**src/rtl/alu_pkg.sv**
```systemverilog
// alu_pkg: ALU op-code constants shared with ALU control, plus the default datapath width
package alu_pkg;
  localparam int DATA_W_DEF = 64;
  localparam logic [3:0] OP_AND = 4'd0;
  localparam logic [3:0] OP_OR  = 4'd1;
  localparam logic [3:0] OP_ADD = 4'd2;
  localparam logic [3:0] OP_SLL = 4'd3;
  localparam logic [3:0] OP_SRL = 4'd4;
  localparam logic [3:0] OP_SUB = 4'd6;
  localparam logic [3:0] OP_SLT = 4'd7;
  localparam logic [3:0] OP_MUL = 4'd8;
endpackage

```
**src/rtl/alu_exec_unit_if.sv**
```systemverilog
// alu_exec_unit_if: EX-stage ALU bus; master drives valid_in/alu_control/alu_in_0/alu_in_1, slave returns alu_out/zero_flag/valid_out/busy
interface alu_exec_unit_if
  import alu_pkg::*;
#(parameter int DATA_W = DATA_W_DEF);
  logic valid_in;
  logic [3:0] alu_control;
  logic [DATA_W-1:0] alu_in_0, alu_in_1, alu_out;
  logic zero_flag, valid_out, busy;
  modport master(output valid_in, alu_control, alu_in_0, alu_in_1, input alu_out, zero_flag, valid_out, busy);
  modport slave(input valid_in, alu_control, alu_in_0, alu_in_1, output alu_out, zero_flag, valid_out, busy);
endinterface

```
**src/rtl/alu_exec_unit_seq_multiplier.sv**
```systemverilog
// seq_multiplier: shift-add multiplier, one iteration per step; ports clk/rst, start+a/b load, step advances, done marks the last iteration with product = final low DATA_W bits
module seq_multiplier #(parameter int DATA_W = 64) (
  input  logic              clk,
  input  logic              rst,
  input  logic              start,
  input  logic              step,
  input  logic [DATA_W-1:0] a,
  input  logic [DATA_W-1:0] b,
  output logic              done,
  output logic [DATA_W-1:0] product
);
  localparam int CNT_W = $clog2(DATA_W);
  logic [DATA_W-1:0] mcand, mplier, acc;
  logic [CNT_W-1:0] cnt;
  assign product = mplier[0] ? acc + mcand : acc;
  assign done = step && cnt == CNT_W'(DATA_W - 1);
  always_ff @(posedge clk)
    if (rst) begin
      mcand <= '0;
      mplier <= '0;
      acc <= '0;
      cnt <= '0;
    end else if (start) begin
      mcand <= a;
      mplier <= b;
      acc <= '0;
      cnt <= '0;
    end else if (step) begin
      acc <= product;
      mcand <= mcand << 1;
      mplier <= mplier >> 1;
      cnt <= cnt + 1'b1;
    end
endmodule

```
**src/rtl/alu_exec_unit.sv**
```systemverilog
// alu_exec_unit: registered EX-stage ALU; clk/rst plus slave bus (op/operands in, alu_out/zero_flag/valid_out/busy out), MUL runs DATA_W cycles on seq_multiplier
module alu_exec_unit
  import alu_pkg::*;
#(
  parameter int DATA_W = DATA_W_DEF,
  parameter int SHAMT_W = $clog2(DATA_W)
) (
  input logic clk,
  input logic rst,
  alu_exec_unit_if.slave bus
);
  typedef enum logic {IDLE, MUL} state_e;
  state_e state, state_nx;
  logic start, step, mul_done, load;
  logic [DATA_W-1:0] a, b, sc_res, product, res;
  logic [3:0] op;
  assign a = bus.alu_in_0;
  assign b = bus.alu_in_1;
  assign op = bus.alu_control;
  always_comb
    sc_res = op == OP_AND ? a & b :
             op == OP_OR  ? a | b :
             op == OP_ADD ? a + b :
             op == OP_SUB ? a - b :
             op == OP_SLL ? a << b[SHAMT_W-1:0] :
             op == OP_SRL ? a >> b[SHAMT_W-1:0] :
             op == OP_SLT ? {{(DATA_W-1){1'b0}}, $signed(a) < $signed(b)} : '0;
  seq_multiplier #(.DATA_W(DATA_W)) u_mul (
    .clk(clk),
    .rst(rst),
    .start(start),
    .step(step),
    .a(a),
    .b(b),
    .done(mul_done),
    .product(product)
  );
  always_ff @(posedge clk)
    state <= rst ? IDLE : state_nx;
  always_comb
    state_nx = state == IDLE ? (bus.valid_in && op == OP_MUL ? MUL : IDLE) : (mul_done ? IDLE : MUL);
  always_comb begin
    bus.busy = state == MUL;
    start = state == IDLE && bus.valid_in && op == OP_MUL;
    step = state == MUL;
    load = (state == IDLE && bus.valid_in && op != OP_MUL) || mul_done;
    res = mul_done ? product : sc_res;
  end
  always_ff @(posedge clk)
    if (rst) begin
      bus.alu_out <= '0;
      bus.zero_flag <= 1'b1;
      bus.valid_out <= 1'b0;
    end else begin
      bus.valid_out <= load;
      if (load) begin
        bus.alu_out <= res;
        bus.zero_flag <= res == '0;
      end
    end
endmodule

```
**src/flat_wrapper.sv**
```systemverilog
// flat-port wrapper written by rule: the top's interface ports become plain ports
module alu_exec_unit_flat import alu_pkg::*;
#(
  parameter int DATA_W = DATA_W_DEF,
  parameter int SHAMT_W = $clog2(DATA_W)
)
  (clk, rst, bus_valid_in, bus_alu_control, bus_alu_in_0, bus_alu_in_1, bus_alu_out, bus_zero_flag, bus_valid_out, bus_busy);
  alu_exec_unit_if #(.DATA_W(DATA_W)) bus_i ();
  input logic clk;
  input logic rst;
  input wire logic [$bits(bus_i.valid_in)-1:0] bus_valid_in;
  input wire logic [$bits(bus_i.alu_control)-1:0] bus_alu_control;
  input wire logic [$bits(bus_i.alu_in_0)-1:0] bus_alu_in_0;
  input wire logic [$bits(bus_i.alu_in_1)-1:0] bus_alu_in_1;
  output wire logic [$bits(bus_i.alu_out)-1:0] bus_alu_out;
  output wire logic [$bits(bus_i.zero_flag)-1:0] bus_zero_flag;
  output wire logic [$bits(bus_i.valid_out)-1:0] bus_valid_out;
  output wire logic [$bits(bus_i.busy)-1:0] bus_busy;
  assign bus_i.valid_in = bus_valid_in;
  assign bus_i.alu_control = bus_alu_control;
  assign bus_i.alu_in_0 = bus_alu_in_0;
  assign bus_i.alu_in_1 = bus_alu_in_1;
  assign bus_alu_out = bus_i.alu_out;
  assign bus_zero_flag = bus_i.zero_flag;
  assign bus_valid_out = bus_i.valid_out;
  assign bus_busy = bus_i.busy;
  alu_exec_unit #(.DATA_W(DATA_W), .SHAMT_W(SHAMT_W)) u_core (.clk(clk), .rst(rst), .bus(bus_i));
endmodule
```
**config.mk**
```make
export PLATFORM = sky130hd
export DESIGN_NAME = alu_exec_unit_flat
export DESIGN_NICKNAME = d
export VERILOG_FILES = /design/src/rtl/alu_pkg.sv /design/src/rtl/alu_exec_unit_if.sv /design/src/rtl/alu_exec_unit_seq_multiplier.sv /design/src/rtl/alu_exec_unit.sv /design/src/flat_wrapper.sv
export SDC_FILE = /design/constraint.sdc
export NUM_CORES = 2
export LEC_CHECK = 0
export CORE_ASPECT_RATIO = 1.1
export CORE_UTILIZATION = 40
export DETAILED_ROUTE_END_ITERATION = 6
export PLACE_DENSITY = 0.71
export SYNTH_ARGS = -nofsm -noshare
export SYNTH_HDL_FRONTEND = slang
export SYNTH_HIERARCHICAL = 1
export SYNTH_SLANG_ARGS = --single-unit
```
**constraint.sdc**
```tcl
create_clock -name clk -period 5.9 [get_ports clk]
set_input_delay 0.59 -clock clk [delete_from_list [all_inputs] [get_ports clk]]
set_output_delay 0.59 -clock clk [all_outputs]
set_load 0.005 [all_outputs]
```
Word level (Yosys, flattened, before mapping):

Cells that the tools add are included.

* register bits after elaboration: 265
* output and inout port bits: 67

* add/sub/neg operators: 4
* multiplexer cells: 16
* order comparisons: 1
* bitwise operators: 3
* reduce and logical (&&, ||, !) cells: 10
* equal/unequal tests: 9
* shifts and indexed selects: 2

Operators by type and width (number)
* $mux W64: 12
* $add A64 B64 Y64: 2
* $and A64 B64 Y64: 1
* $logic_not A64 Y1: 1
* $lt A64 B64 Y1: 1
* $or A64 B64 Y64: 1
* $shl A64 B6 Y64: 1
* $shr A64 B6 Y64: 1
* $sub A64 B64 Y64: 1
* $eq A4 B3 Y1 const B: 3
* $eq A4 B2 Y1 const B: 2
* $add A6 B1 Y6 const B: 1
* $eq A6 B6 Y1 const B: 1
* $logic_and A1 B1 Y1: 5
* $eq A4 B1 Y1 const B: 1
* $eq A4 B4 Y1 const B: 1
* $logic_not A4 Y1: 1
* $mux W1: 4
* $ne A4 B4 Y1 const B: 1
* $reduce_bool A2 Y1: 1
* $reduce_or A2 Y1: 1
* $logic_or A1 B1 Y1: 1
* $not A1 Y1: 1

Logic depth before layout (Yosys ltp):

* depth after elaboration: 10
* mapped depth: 23
* gate-level depth less buffers: 22

Hierarchy:

Netlist, hierarchy kept.

Modules (own cells, without submodules)
* alu_exec_unit: times used 1, cells each 3599, area each 24519.8 µm², seq. area each 1341.3 µm²
* seq_multiplier: times used 1, cells each 1647, area each 12866.1 µm², seq. area each 3963.8 µm²

Worst setup path after synthesis:

Ideal clock, no wire load.

* kind: input to register
* start point: in bus_alu_in_1[3]
* end point: reg u_core.bus.zero_flag
* library setup time: 0.084 ns
* slack: -0.099 ns
* stages: 21
* path buffers: 5
* data arrival time: 5.914 ns
* path through: inv_1 buf_2 buf_2 clkbuf_1 buf_1 clkbuf_1 ha_1 inv_1 a211oi_1 o211ai_1 a311oi_1 nor3_1 o31a_1 xnor2_1 a2111oi_2 o21ai_0 or4bb_1 or4_1 nor4_1 nand4_1 o31ai_2

* longest elaborated chain between the ends: 10

Ends and longest elaborated chain
* from (decl): RTL line flat_wrapper.sv:14 `input wire logic [$bits(bus_i.alu_in_1)-1:0] bus_alu_in_1;`
* $lt A64 B64 Y1: RTL line alu_exec_unit.sv:27 `op == OP_SLT ? {{(DATA_W-1){1'b0}}, $signed(a) < $signed(b)} : '0;`
* $mux W1: RTL line alu_exec_unit.sv:27
* $mux W64: RTL line alu_exec_unit.sv:26 `op == OP_SRL ? a >> b[SHAMT_W-1:0] :`
* $mux W64: RTL line alu_exec_unit.sv:25 `op == OP_SLL ? a << b[SHAMT_W-1:0] :`
* $mux W64: RTL line alu_exec_unit.sv:24 `op == OP_SUB ? a - b :`
* $mux W64: RTL line alu_exec_unit.sv:23 `op == OP_ADD ? a + b :`
* $mux W64: RTL line alu_exec_unit.sv:22 `op == OP_OR ? a | b :`
* $mux W64 (*): RTL line alu_exec_unit.sv:21 `sc_res = op == OP_AND ? a & b :`
* $mux W64 (*): RTL line alu_exec_unit.sv:47 `res = mul_done ? product : sc_res;`
* $logic_not A64 Y1 (*): RTL line alu_exec_unit.sv:58 `bus.zero_flag <= res == '0;`
* to (signal assigned): RTL line alu_exec_unit.sv:52 `bus.zero_flag <= 1'b1;`
* to (signal assigned): RTL line alu_exec_unit.sv:58
* to (decl): RTL line alu_exec_unit_if.sv:10 `modport slave(input valid_in, alu_control, alu_in_0, alu_in_1, output alu_out, zero_flag, valid_out, busy);`

Every way passes the cells marked *; elsewhere a longest branch is shown, timed or not.
A chain may end at the register's enable or synchronous reset.

Final worst setup path:

* start point: reg u_core.u_mul.mcand[4]
* end point: reg u_core.bus.zero_flag

* longest elaborated chain between the ends: 4

Ends and longest elaborated chain
* from (decl): RTL line alu_exec_unit_seq_multiplier.sv:13 `logic [DATA_W-1:0] mcand, mplier, acc;`
* from (signal assigned): RTL line alu_exec_unit_seq_multiplier.sv:30 `mcand <= mcand << 1;`
* $add A64 B64 Y64: RTL line alu_exec_unit_seq_multiplier.sv:15 `assign product = mplier[0] ? acc + mcand : acc;`
* $mux W64: RTL line alu_exec_unit_seq_multiplier.sv:15
* via u_core.product[15]: RTL line alu_exec_unit.sv:15 `logic [DATA_W-1:0] a, b, sc_res, product, res;`
* $mux W64: RTL line alu_exec_unit.sv:47
* $logic_not A64 Y1: RTL line alu_exec_unit.sv:58

The timed path passes the listed nets, and every way through them passes these cells.

==> run_results.csv <==
group,metric,value,unit
power,power_switching,3.44,mW
job,cap_violations,1,
floorplan,pin_count,202,
routing,ant_nets,0,
synth,yosys.area.top_type,"dfxtp_1",
worst_setup_path,crit_required,6.42,ns
clock_network,ctsRootBufferMaster,"clkbuf_16",
global_routing,grt_max_degree,138,
synth,ys.flop_type,"dfxtp_1",
placement,hpwl,207000,um
status,violations,"DRC, capacitance limit, slew limit, setup timing",
synth,synthCells,5246,
cells_and_area,fin_util,0.535,
cells_and_area,drive_gt1_frac,0.239,
global_routing,grt_pass1_vias,46400,
power,intPower,4.76,mW
sta,maxSlewViolCount,5,
routing,via_per_inst,6.78,
worst_setup_path,r2r_slack,-0.001,ns
worst_setup_path,crit_fanout,3,
synth,ys_async_sr_fraction,0,
sta,setup_tns,-0.00135,ns
worst_setup_path,arrival,6.43,ns
routing,vias,50400,
floorplan,num_rows,117,
floorplan,die_height,323,um
global_routing,grt_pass1_wl,349000,um
synth,synth_area,0.0374,mm^2
worst_setup_path,r2r-start,"u_core/u_mul/mcand[4]$_SDFFE_PP0P_",
worst_setup_path,r2r-end,"u_core/bus.zero_flag$_SDFFE_PP1P_",
sta,timing.fmax,0.169,GHz
worst_setup_path,rr_worst_depth,24,
synth,synthTopCellsByCount,"714 x nor2_1, 571 x a21oi_1, 474 x nand2_1",
synth,synth-edff-count,0,
worst_setup_path,critical_path_class,"reg2reg",
power,p_seq_frac,0.228,
synth,synth.most_common_cell,"nor2_1",
synth,synth-seq-cells,265,
worst_setup_path,crit_start,"u_core/u_mul/mcand[4]$_SDFFE_PP0P_",
sta,skew,0.0570,ns
sta,setup_violations,1,
floorplan,die-area,0.0947,mm^2
floorplan,die_w,293,um
cells_and_area,nFillCells,9009,
status,status,"complete, but fails checks",
synth,ys_warn_count,6,
clock_network,ctsHoldBuffers,0,
cells_and_area,area_delta_synth_final,32.3,%
power,leakagePower,20.8,nW
sta,slew_headroom,-0.0671,
global_routing,antenna_found_initial,24,
clock_network,clockBufferDepth,3,
cells_and_area,fin_nets,6537,
power,power_frac_comb,0.484,
global_routing,grt-busiest-layer,"met2",
placement,port_buffers,201,
worst_setup_path,endpoint,"u_core/bus.zero_flag$_SDFFE_PP1P_",
sta,worst_pin_slew,1.60,ns
global_routing,grt_use_met3,0.236,
routing,drt_iter0_markers,7894,
synth,synth_cell_types,113,
power,p_clk_frac,0.289,
sta,fin_ws,-0.00135,ns
sta,hold_viol,0,
power,ir_worst_vdd,0.246,mV
sta,timing.hold.ws,0.382,ns
synth,syn_nets,5641,
placement,gp_congestion,1.17,
cells_and_area,postLayoutCellArea,0.0495,mm^2
global_routing,grt_overflow_total,0,
global_routing,grt_util_met1,0.653,
clock_network,htree_levels,2,
floorplan,start_util,0.404,
sta,period_share,1.00,
clock_network,cts_tree,"yes",
routing,drc,5,
placement,place_area,0.0479,mm^2
clock_network,clock-sinks,265,
synth,syn-mean-instance-area,7.13,um^2
sta,min_period,5.90,ns
global_routing,grtUsageTotal,0.519,
global_routing,use_met2,0.736,
worst_hold_path,hold_class,"in2reg",
routing,wl_per_cell,34.5,um
routing,drtPass1Iterations,7,
clock_network,cts_made_buffers,34,
synth,synth_top_cells_by_area,"dfxtp_1 14%, ha_1 8.6%, mux2i_1 8.2%, a21oi_1 7.6%, nor2_1 7.2%",
floorplan,core-area,0.0925,mm^2
worst_setup_path,end_kind,"flip-flop",
power,netSwitchingFraction,0.420,
synth,synth_top_area_share,0.142,
clock_network,clkSlewWorstSetupHoldPaths,0.06,ns
synth,ys_seq_area_frac,0.142,
clock_network,clock_latency,0.65,ns
worst_setup_path,crit_path_start_kind,"flip-flop",
routing,finalWirelength,256000,um
power,powerDensity,166,mW/mm^2
worst_hold_path,hold_start,"rst",
power by group through the flow:
stage / clock network, mW / registers, mW / logic [mW]
3_3_place_gp: 0 / 1.90 / 3.70
3_5_place_dp: 0 / 1.90 / 3.68
4_1_cts: 2.39 / 1.87 / 3.71
5_1_grt: 2.46 / 1.87 / 4.00
2_1_floorplan: 0 / 1.90 / 1.64
6_report: 2.37 / 1.87 / 3.97
stage by stage:
stage          setup WS (ns)  power, mW  std cells
2_1_floorplan        0.00307       3.54       5246
3_3_place_gp          -0.841       5.60       7352
3_5_place_dp          -0.700       5.59       7352
4_1_cts               0.0223       7.96       7416
5_1_grt               -0.102       8.33       7417
6_report            -0.00135       8.21       7431
cells by family after synthesis:
group / after synthesis / share of synthesized area
compound gates: 1709 / 0.296
xor+xnor: 113 / 0.0265
fa+ha+maj: 260 / 0.0876
buf+inv: 642 / 0.0710
flops: 265 / 0.142
mux: 499 / 0.165
simple gates: 1758 / 0.212
worst max-delay path, stage by stage, from the launching register on:
cell	delay, ns
dfxtp_1	0.33
ha_1	0.35
a21oi_1	0.28
o21ai_2	0.12
o21ai_1	0.22
nand2_1	0.13
xnor2_1	0.18
mux2_2	0.32
a22oi_1	0.20
buf_4	0.17
o221ai_1	0.17
nor3_2	0.16
buf_4	0.18
o211ai_1	0.16
buf_4	0.20
o211ai_1	0.15
buf_4	0.19
and4_4	0.26
nand4_1	0.14
or4_4	0.58
or4_1	0.48
buf_4	0.18
nor4_4	0.26
nand4_1	0.16
o31ai_2	0.23
registers in the layout (all words and copies together), names as in the netlist:
signal                flops
u_core/bus.valid_out      1
u_core/bus.busy           1
u_core/u_mul/mplier      64
u_core/bus.zero_flag      1
u_core/u_mul/cnt          6
u_core/u_mul/mcand       64
u_core/u_mul/acc         64
u_core/bus.alu_out       64
area by class of cell:
cell class                      instances  area (um^2)  share of cell area
Antenna cell                           15         37.5            0.000759
Tap cell                             1249         1560              0.0316
Clock buffer                           44          950              0.0192
Timing Repair Buffer                 1268        10600               0.215
Sequential cell                       265         5310               0.107
Clock inverter                         17          270             0.00546
Inverter                              234          883              0.0179
Multi-Input combinational cell       4339        29800               0.603
metal layers:
layer / routed length (um) / vias up
li1: - / 21200
met1: 99400 / 24300
met2: 101000 / 4009
met3: 39100 / 881
met4: 16200 / 26
met5: 286 / -
worst min-delay path by stage:
stage / to / depth (start not counted)
detailed placement: u_core/bus.alu_out[63]$_SDFFE_PP0P_ / 2
global placement: u_core/bus.alu_out[61]$_SDFFE_PP0P_ / 2
CTS: u_core/u_mul/mplier[59]$_SDFFE_PP0P_ / 2
global route: u_core/u_mul/mcand[54]$_SDFFE_PP0P_ / 2
floorplan: u_core/u_mul/acc[62]$_SDFFE_PP0P_ / 2
finish: u_core/u_mul/mplier[58]$_SDFFE_PP0P_ / 2
cell usage in the layout, fill, tap and decap left out, types with 24 or more instances in the layout:
cell type	count
clkdlybuf4s50_1	194
o22ai_1	58
ha_1	251
xnor2_1	85
nor2_1	709
o21ai_0	297
mux2_2	109
nand4_1	67
nand2_1	472
nand2b_1	36
o31ai_1	65
o221ai_1	33
nor4_1	45
o21bai_1	37
nand3_1	92
or3_1	29
nor2b_1	41
o21a_1	39
a221oi_1	46
mux4_2	78
mux2i_1	305
a211oi_1	96
a22oi_1	24
o211ai_1	57
dfxtp_1	262
xor2_1	28
a31oi_1	53
a21oi_1	565
inv_1	225
nor3_1	102
buf_12	49
and2_1	28
buf_4	1020
a21o_1	39
clkbuf_16	35
what timing repair did:
item | 4_1_cts | 5_1_grt
setup endpoints to repair | 1 | 2
gates resized for setup | 23 | 48
pin swaps | 7 | 14
buffers inserted | 3 | 0
No activity file was read; power rests on OpenSTA's default activity.
